===== config.mk =====
export PLATFORM = sky130hd
export DESIGN_NAME = sdram_cmd_sequencer
export DESIGN_NICKNAME = d
export VERILOG_FILES = /design/src/rtl/sdram_cmd_sequencer.sv
export SDC_FILE = /design/constraint.sdc
export NUM_CORES = 1
export LEC_CHECK = 0
export ABC_CLOCK_PERIOD_IN_PS = 6300
export BUFFER_PORTS_ARGS = -buffer_cell sky130_fd_sc_hd__buf_2
export CAP_MARGIN = 10
export CORE_ASPECT_RATIO = 0.9
export CORE_MARGIN = 5
export CORE_UTILIZATION = 50
export CTS_BUF_LIST = sky130_fd_sc_hd__clkbuf_8 sky130_fd_sc_hd__clkbuf_16
export DETAILED_ROUTE_END_ITERATION = 10
export PLACE_DENSITY = 0.7
export SLEW_MARGIN = 20
export SYNTH_ARGS = -nofsm -noshare
export SYNTH_HDL_FRONTEND = slang
export SYNTH_SLANG_ARGS = --single-unit

===== constraint.sdc =====
create_clock -name i_clk -period 6.3 [get_ports i_clk]
set_input_delay 0.315 -clock i_clk [delete_from_list [all_inputs] [get_ports i_clk]]
set_output_delay 0.315 -clock i_clk [all_outputs]
set_load 0.05 [all_outputs]

===== src/rtl/sdram_cmd_sequencer.sv =====
// SDRAM command sequencer: power-up/init sequence, closed-page single-beat
// read/write accesses (ACT -> READ/WRIT -> PRE) and interval-driven auto-refresh.
// The state register always names the command being driven in the same cycle;
// cmd/cmd_ba/cmd_addr/wr_en are registered from the next-state decode.
module sdram_cmd_sequencer #(
   parameter int BANK_W   = 2,
   parameter int ROW_W    = 12,
   parameter int COL_W    = 9,
   parameter int T_PWR    = 8100,
   parameter int T_RP     = 2,
   parameter int T_RCD    = 2,
   parameter int T_RFC    = 7,
   parameter int CAS      = 2,
   parameter int T_REFI   = 400,
   parameter int INIT_REF = 2,
   parameter logic [ROW_W-1:0] MODE = 'h020,
   parameter int T_MRD    = 2
)(
   input  logic                          i_clk,
   input  logic                          i_rst_n,
   input  logic                          i_req_valid,
   input  logic                          i_req_we,
   input  logic [BANK_W+ROW_W+COL_W-1:0] i_req_addr,
   output logic                          o_req_ready,
   output logic [3:0]                    o_cmd,
   output logic [BANK_W-1:0]             o_cmd_ba,
   output logic [ROW_W-1:0]              o_cmd_addr,
   output logic                          o_wr_en,
   output logic                          o_rd_valid,
   output logic                          o_init_done,
   output logic                          o_ref_overrun
);

   function automatic int max2(input int a, input int b);
      return (a > b) ? a : b;
   endfunction

   localparam int MAX_T = max2(max2(max2(T_PWR, T_REFI), max2(T_RP, T_RCD)),
                               max2(max2(T_RFC, T_MRD), max2(CAS, INIT_REF)));
   localparam int CNT_W = $clog2(MAX_T) + 1;

   localparam logic [3:0] CMD_NOP  = 4'b0001;
   localparam logic [3:0] CMD_MRS  = 4'b0010;
   localparam logic [3:0] CMD_ACT  = 4'b0011;
   localparam logic [3:0] CMD_READ = 4'b0100;
   localparam logic [3:0] CMD_WRIT = 4'b0110;
   localparam logic [3:0] CMD_PRE  = 4'b1000;
   localparam logic [3:0] CMD_PALL = 4'b1001;
   localparam logic [3:0] CMD_REF  = 4'b1011;

   typedef enum logic [3:0] {
      S_POW, S_I_PALL, S_I_REF, S_I_MRS, S_IDLE, S_ACT, S_RW, S_PRE, S_REF, S_WAIT
   } state_t;

   state_t              r_state, r_ret, w_state_next, w_ret_next, w_after;
   logic [CNT_W-1:0]    r_cnt, w_cnt_next, r_iref_cnt, w_iref_next, w_delay;
   logic [CNT_W-1:0]    r_refi_cnt;
   logic                w_go, w_ref_clr, w_accept, w_refi_expire;
   logic [BANK_W-1:0]   r_bank, w_req_bank, w_ba_next;
   logic [ROW_W-1:0]    w_req_row, w_addr_next, w_col_addr;
   logic [COL_W-1:0]    r_col, w_req_col;
   logic                r_we, r_ref_due, w_wr_next;
   logic [3:0]          w_cmd_next;
   logic [CAS-1:0]      r_rd_pipe;

   assign w_req_bank = i_req_addr[BANK_W+ROW_W+COL_W-1 -: BANK_W];
   assign w_req_row  = i_req_addr[ROW_W+COL_W-1 -: ROW_W];
   assign w_req_col  = i_req_addr[COL_W-1:0];

   assign o_req_ready   = (r_state == S_IDLE) && !r_ref_due;
   assign o_rd_valid    = r_rd_pipe[CAS-1];
   assign w_refi_expire = o_init_done && (r_refi_cnt == '0);

   // Next-state decode; timed gaps go through WAIT (delay-2 down-count) unless the gap is zero
   always_comb begin
      w_state_next = r_state;
      w_ret_next   = r_ret;
      w_cnt_next   = r_cnt;
      w_iref_next  = r_iref_cnt;
      w_go         = 1'b0;
      w_delay      = '0;
      w_after      = S_IDLE;
      w_ref_clr    = 1'b0;
      w_accept     = 1'b0;
      case (r_state)
         S_POW: begin
            if (r_cnt == '0) w_state_next = S_I_PALL;
            else             w_cnt_next   = r_cnt - 1'b1;
         end
         S_I_PALL: begin
            w_go = 1'b1; w_delay = CNT_W'(T_RP); w_after = S_I_REF;
         end
         S_I_REF: begin
            w_go        = 1'b1;
            w_delay     = CNT_W'(T_RFC);
            w_iref_next = r_iref_cnt - 1'b1;
            w_after     = (r_iref_cnt == CNT_W'(1)) ? S_I_MRS : S_I_REF;
         end
         S_I_MRS: begin
            w_go = 1'b1; w_delay = CNT_W'(T_MRD); w_after = S_IDLE;
         end
         S_IDLE: begin
            if (r_ref_due) begin
               w_state_next = S_REF;
               w_ref_clr    = 1'b1;
            end else if (i_req_valid) begin
               w_state_next = S_ACT;
               w_accept     = 1'b1;
            end
         end
         S_ACT: begin
            w_go = 1'b1; w_delay = CNT_W'(T_RCD); w_after = S_RW;
         end
         S_RW:  w_state_next = S_PRE;
         S_PRE: begin
            w_go = 1'b1; w_delay = CNT_W'(T_RP); w_after = S_IDLE;
         end
         S_REF: begin
            w_go = 1'b1; w_delay = CNT_W'(T_RFC); w_after = S_IDLE;
         end
         S_WAIT: begin
            if (r_cnt == '0) w_state_next = r_ret;
            else             w_cnt_next   = r_cnt - 1'b1;
         end
         default: w_state_next = S_POW;
      endcase
      if (w_go) begin
         if (w_delay <= CNT_W'(1)) begin
            w_state_next = w_after;
         end else begin
            w_state_next = S_WAIT;
            w_cnt_next   = w_delay - CNT_W'(2);
            w_ret_next   = w_after;
         end
      end
   end

   // Command/address decode for the state being entered
   always_comb begin
      w_cmd_next      = CMD_NOP;
      w_ba_next       = '0;
      w_addr_next     = '0;
      w_wr_next       = 1'b0;
      w_col_addr      = ROW_W'(r_col);
      w_col_addr[10]  = 1'b0;
      case (w_state_next)
         S_I_PALL: begin
            w_cmd_next      = CMD_PALL;
            w_addr_next[10] = 1'b1;
         end
         S_I_REF, S_REF: w_cmd_next = CMD_REF;
         S_I_MRS: begin
            w_cmd_next  = CMD_MRS;
            w_addr_next = MODE;
         end
         S_ACT: begin
            w_cmd_next  = CMD_ACT;
            w_ba_next   = w_req_bank;
            w_addr_next = w_req_row;
         end
         S_RW: begin
            w_cmd_next  = r_we ? CMD_WRIT : CMD_READ;
            w_ba_next   = r_bank;
            w_addr_next = w_col_addr;
            w_wr_next   = r_we;
         end
         S_PRE: begin
            w_cmd_next = CMD_PRE;
            w_ba_next  = r_bank;
         end
         default: ;
      endcase
   end

   // FSM state, counters, latched request and registered command outputs
   always_ff @(posedge i_clk or negedge i_rst_n) begin
      if (!i_rst_n) begin
         r_state     <= S_POW;
         r_ret       <= S_IDLE;
         r_cnt       <= CNT_W'(T_PWR);
         r_iref_cnt  <= CNT_W'(INIT_REF);
         r_bank      <= '0;
         r_col       <= '0;
         r_we        <= 1'b0;
         o_cmd       <= CMD_NOP;
         o_cmd_ba    <= '0;
         o_cmd_addr  <= '0;
         o_wr_en     <= 1'b0;
         o_init_done <= 1'b0;
      end else begin
         r_state     <= w_state_next;
         r_ret       <= w_ret_next;
         r_cnt       <= w_cnt_next;
         r_iref_cnt  <= w_iref_next;
         if (w_accept) begin
            r_bank <= w_req_bank;
            r_col  <= w_req_col;
            r_we   <= i_req_we;
         end
         o_cmd       <= w_cmd_next;
         o_cmd_ba    <= w_ba_next;
         o_cmd_addr  <= w_addr_next;
         o_wr_en     <= w_wr_next;
         o_init_done <= o_init_done || (w_state_next == S_IDLE);
      end
   end

   // CAS-deep read-data pipeline, loaded in the READ cycle
   always_ff @(posedge i_clk or negedge i_rst_n) begin
      if (!i_rst_n) begin
         r_rd_pipe <= '0;
      end else begin
         r_rd_pipe[0] <= (o_cmd == CMD_READ);
         for (int i = 1; i < CAS; i++) r_rd_pipe[i] <= r_rd_pipe[i-1];
      end
   end

   // Refresh interval timer: free-running once init is done, flags due/overrun
   always_ff @(posedge i_clk or negedge i_rst_n) begin
      if (!i_rst_n) begin
         r_refi_cnt    <= CNT_W'(T_REFI - 2);
         r_ref_due     <= 1'b0;
         o_ref_overrun <= 1'b0;
      end else begin
         if (o_init_done) begin
            if (r_refi_cnt == '0) r_refi_cnt <= CNT_W'(T_REFI - 1);
            else                  r_refi_cnt <= r_refi_cnt - 1'b1;
         end
         if (w_refi_expire)  r_ref_due <= 1'b1;
         else if (w_ref_clr) r_ref_due <= 1'b0;
         o_ref_overrun <= o_ref_overrun || (w_refi_expire && r_ref_due);
      end
   end

endmodule

Word-level counts from Yosys, hierarchy flattened
Index checks and enable logic that the tools add are counted.
{"block": "classes", "add_sub_neg": 4, "magnitude_cmp": 1, "n_eq_ne": 19, "n_mux": 30, "bitwise_logic": 1, "reduce_logical": 17}
{"cell": "$mux W14", "n": 5}
{"cell": "$sub A14 B1 Y14 const B", "n": 3}
{"cell": "$eq A4 B3 Y1 const B", "n": 9}
{"cell": "$pmux W10 S3", "n": 1}
{"cell": "$logic_not A14 Y1", "n": 2}
{"cell": "$mux W4", "n": 6}
{"cell": "$pmux W4 S6", "n": 1}
{"cell": "$pmux W4 S5", "n": 1}
{"cell": "$eq A4 B2 Y1 const B", "n": 4}
{"cell": "$eq A14 B1 Y1 const B", "n": 1}
{"cell": "$le A14 B1 Y1 const B", "n": 1}
{"cell": "$sub A14 B2 Y14 const B", "n": 1}
{"cell": "$eq A4 B4 Y1 const B", "n": 3}
{"cell": "$mux W1", "n": 11}
{"cell": "$pmux W3 S3", "n": 1}
{"cell": "$eq A4 B1 Y1 const B", "n": 2}
{"cell": "$reduce_or A2 Y1", "n": 4}
{"cell": "$pmux W3 S2", "n": 1}
{"cell": "$reduce_or A6 Y1", "n": 1}
{"cell": "$logic_not A4 Y1", "n": 1}
{"cell": "$pmux W2 S2", "n": 1}
{"cell": "$reduce_or A4 Y1", "n": 1}
{"cell": "$logic_and A1 B1 Y1", "n": 3}
{"cell": "$logic_or A1 B1 Y1", "n": 2}
{"cell": "other kinds (6)", "n": 6}
{"block": "word_totals", "reg_bits": 86, "out_inout_bits": 23}

Longest topological paths before layout
{"block": "depth", "ltp_word": 9, "depth_mapped": 10, "depth_no_buf": 8}

Least setup slack after synthesis
No wires, ideal clock.
{"block": "synth_timing", "kind": "reg-to-reg", "start": "reg o_init_done", "end": "reg r_refi_cnt[11]", "setup_ns": 0.131, "t_arrival_ns": 1.907, "slack_ns": 4.263, "stages_incl_launch_ff": 7, "period_less_slack_ns": 2.037, "path_cell_list": "dfrtp_1 > clkbuf_1 > or3b_2 > and4bb_2 > nand2_1 > xor2_1 > nor2_1"}
{"item": "start, declared", "line": "30", "text": "output logic o_init_done,"}
{"item": "start signal, assigned", "line": "204", "text": "o_init_done <= o_init_done || (w_state_next == S_IDLE);"}
{"item": "end signal, assigned", "line": "221", "text": "r_refi_cnt <= CNT_W'(T_REFI - 2);"}
{"item": "end signal, assigned", "line": "226", "text": "if (r_refi_cnt == '0) r_refi_cnt <= CNT_W'(T_REFI - 1);"}
{"item": "end signal, assigned", "line": "227", "text": "else r_refi_cnt <= r_refi_cnt - 1'b1;"}
{"item": "end, declared", "line": "57", "text": "logic [CNT_W-1:0] r_refi_cnt;"}

Worst setup path in the final report
{"block": "layout_timing", "start": "reg r_cnt[0]", "end": "reg o_cmd_addr[5]"}
{"block": "layout_between", "elab_chain_cells": 6, "word_cells_on_any_way": 9}
{"item": "start, declared", "line": "56", "text": "logic [CNT_W-1:0] r_cnt, w_cnt_next, r_iref_cnt, w_iref_next, w_delay;"}
{"item": "start signal, assigned", "line": "180", "text": "r_cnt <= CNT_W'(T_PWR);"}
{"item": "start signal, assigned", "line": "193", "text": "r_cnt <= w_cnt_next;"}
{"item": "$logic_not A14 Y1 (*)", "line": "87, 122"}
{"item": "$mux W4, on equally long branches", "line": "122, 87"}
{"item": "$pmux W4 S5 (*)", "line": "85", "text": "case (r_state)"}
{"item": "$mux W4 (*)", "line": "127", "text": "if (w_go) begin"}
{"item": "$eq A4 B3 Y1 / $eq A4 B2 Y1 (equally long branches)", "line": "146", "text": "case (w_state_next)"}
{"item": "$pmux W10 S3 (*)", "line": "146"}
{"item": "named net w_addr_next[5]", "line": "60", "text": "logic [ROW_W-1:0] w_req_row, w_addr_next, w_col_addr;"}
{"item": "end signal, assigned", "line": "202", "text": "o_cmd_addr <= w_addr_next;"}
{"item": "end, declared", "line": "27", "text": "output logic [ROW_W-1:0] o_cmd_addr,"}
The timed path passes the listed nets; every way through them passes the cells marked *.
A chain may end at the register's enable or synchronous reset.

==> results.yml <==
place:
  hpwl_um: 5350
  gp_congestion: 0.766
  port_buffers: 49
  dp_slack_ns: 3.90
  dp_cells: 490
critical_path:
  cp-end-kind: "register"
  cp_top_family: "simple AND/OR/NAND/NOR gates"
  path_class: "reg -> reg"
  critPathLaunchType: "register"
  required_ns: 6.54
  cp.arrival_ns: 2.66
  slowest_stage: "dfrtp_1"
  ff2ff_path_depth: 7
  crit_fanout: 17
  rr_endpoint: "o_cmd_addr[5]"
  cp_num_buf_inv: 1
  cp_slowest_stage_delay_ns: 0.40
  worstPathCellList: "inv_1, ha_1, nor4b_4, nand4_4, o22a_1, and3_1, a221o_1"
  r2r_slack_ns: 3.88
  timing.rr.start: "r_cnt[0]"
run_status:
  violations: "hold timing"
  status: "complete, but fails checks"
routing:
  viasPerCell: 5.45
  drtIter0Drc: 132
  antenna_left: 0
  drc: 0
  vias: 2760
  wl_um: 7610
  firstDrtPassIters: 5
  routedWlPerCell_um: 15.0
clock_tree:
  numClockSinks: 85
  clk_latency_ns: 0.35
  clk_pin_slew_worst_paths_ns: 0.09
  cts_buffers: 9
  cts.path.max_buffers: 2
  cts_root_buf: "clkbuf_8"
  cts_resized: 0
  htreeDepth: 3
  cts_tree: "yes"
  cts_hold_buffers: 0
  post_cts_buffers: 0
layout:
  fin_util_pct: 56.7
  final_cells: 506
  syn_to_final_growth_pct: 11.4
  nets: 433
  layout_common_cells: "dfrtp_1, buf_2, nor2_1, nand2_1, dfstp_2"
  drive_above_1_share_pct: 28.3
  insertedDiodeCount: 0
  final_common_cell: "dfrtp_1"
die:
  die_w_um: 105
  boundaryPins: 50
  dieArea_mm2: 0.00999
  core_mm2: 0.00795
  initial_core_util_pct: 50.9
  die_y_um: 95.3
  rows: 31
logic_synthesis:
  synth_area_leader_cell: "dfrtp_1"
  ys.flop_type: "dfrtp_1"
  ys_types: 63
  yosysTopAreaCellShare_pct: 42.7
  avgSynthCellArea_um2: 11.4
  ys_seq_area_share_pct: 53.1
  synthesis.nets: 387
  synth_cells: 356
  ys.warnings.count: 0
  ys_top_cells_by_area: "dfrtp_1, dfstp_2, nor2_1, mux2_2, xnor2_1"
  synth_area_mm2: 0.00405
  synth_edf_count: 0
  ys_ff_latch: 85
  async_flop_share_pct: 100
timing:
  max-slew-margin-rel_pct: 51.0
  slew_viol_final: 0
  finalCritPeriodShare_pct: 38.4
  rsz0062_at_grt: "false"
  hold_ws_ns: -0.0242
  setup_tns_ns: 0
  worst_slack_ns: 3.88
  fmax_mhz: 413
  finalClockSkew_ns: 0.0115
  setup_viol: 0
  period_minus_slack_ns: 2.42
  worstMarginPinSlew_ns: 0.736
  hold_viol: 17
power_and_ir_drop:
  peakVddDrop_uv: 130
  total_power_w: 0.000920
  power_density_mw_per_mm2: 204
  p_leak_nw: 2.07
grt:
  track_usage_pct: 15.6
  grt_pass1_wl_um: 12600
  grt_pass1_vias: 2603
  grt_max_degree: 86
  overflow: 0
  antenna_found_initial: 0
flow_run:
  cap_violations: 0
hold_path:
  hold_class: "in -> async"
==> worst max-delay path by stage <==
stage	slack [ns]	from	endpoint	depth (start not counted)
after global placement	3.97	r_cnt[0]	o_cmd_addr[5]	7
after detailed placement	3.90	r_cnt[0]	o_cmd_addr[5]	7
final	3.88	r_cnt[0]	o_cmd_addr[5]	7
after floorplan	4.26	o_init_done	r_refi_cnt[11]	6
after global routing	3.68	r_cnt[0]	o_cmd_addr[5]	7
after CTS	3.86	r_cnt[0]	o_cmd_addr[5]	7
==> worst reg2reg max path, stage by stage (launching register included) <==
cell and delay (ns):
dfrtp_1 0.40, inv_1 0.09, ha_1 0.21, nor4b_4 0.30, nand4_4 0.29, o22a_1 0.31, and3_1 0.35, a221o_1 0.35
==> per-stage QoR <==
stage                     hold slack [ns]  instance area (um2)
after global routing               0.0600                 4510
after CTS                           0.154                 4500
final                             -0.0242                 4510
after floorplan                    0.0194                 4050
after global placement              0.332                 4320
after detailed placement            0.336                 4320
==> sequential cells by signal (all words and copies together), names as in the netlist, 3 cells and up <==
register and count:
r_ret 3, r_col 9, r_state 4, r_iref_cnt 14, r_cnt 14, r_refi_cnt 14
o_cmd 4, o_cmd_addr 12
==> layout make-up <==
type / instances / area, um2
Sequential cell: 85 / 2150
Clock buffer: 9 / 124
Tap cell: 99 / 124
Multi-Input combinational cell: 242 / 1740
Fill cell: 675 / 3440
Timing Repair Buffer: 50 / 259
Clock inverter: 7 / 57.6
Inverter: 14 / 52.6
==> per-layer routing <==
layer	up-vias	global-route usage, %	wire (um)
li1	1354	-	-
met1	1354	21.7	3500
met2	43	24.2	3750
met3	9	3.86	256
met4	0	5.11	103
met5	-	0	0
==> cells by family after synthesis <==
kind of cell	count (synthesis)	share of synthesized area [%]
AO/OA/AOI/OAI	50	9.46
AND/OR/NAND/NOR	142	21.3
buffers and inverters	29	3.93
XOR/XNOR	30	6.68
multiplexers	16	4.33
adder cells (fa/ha/maj)	4	1.24
flip-flops	85	53.1
==> power by group <==
group          total [W]  switching (W)  internal, W  leakage, nW
clock           0.000356       0.000207     0.000149       0.0946
sequential      0.000546              0     0.000546         1.05
combinational  0.0000183      0.0000121   0.00000620        0.930
==> Yosys cell counts (4+ instances only) <==
library cell / count
nand3_1: 11
nor4_1: 5
nor4b_1: 5
dfrtp_1: 69
mux2i_1: 4
nand2b_1: 10
ha_1: 4
xnor2_1: 15
nand2_1: 21
inv_1: 13
mux2_2: 12
nand4_1: 6
clkbuf_1: 5
buf_6: 6
buf_2: 4
a21oi_1: 7
xor2_1: 14
nor3_1: 6
dfstp_2: 16
a22o_1: 10
o21ai_0: 12
nor2_1: 39
and3_1: 5
Note: power is estimated with default switching activity, not from simulation.
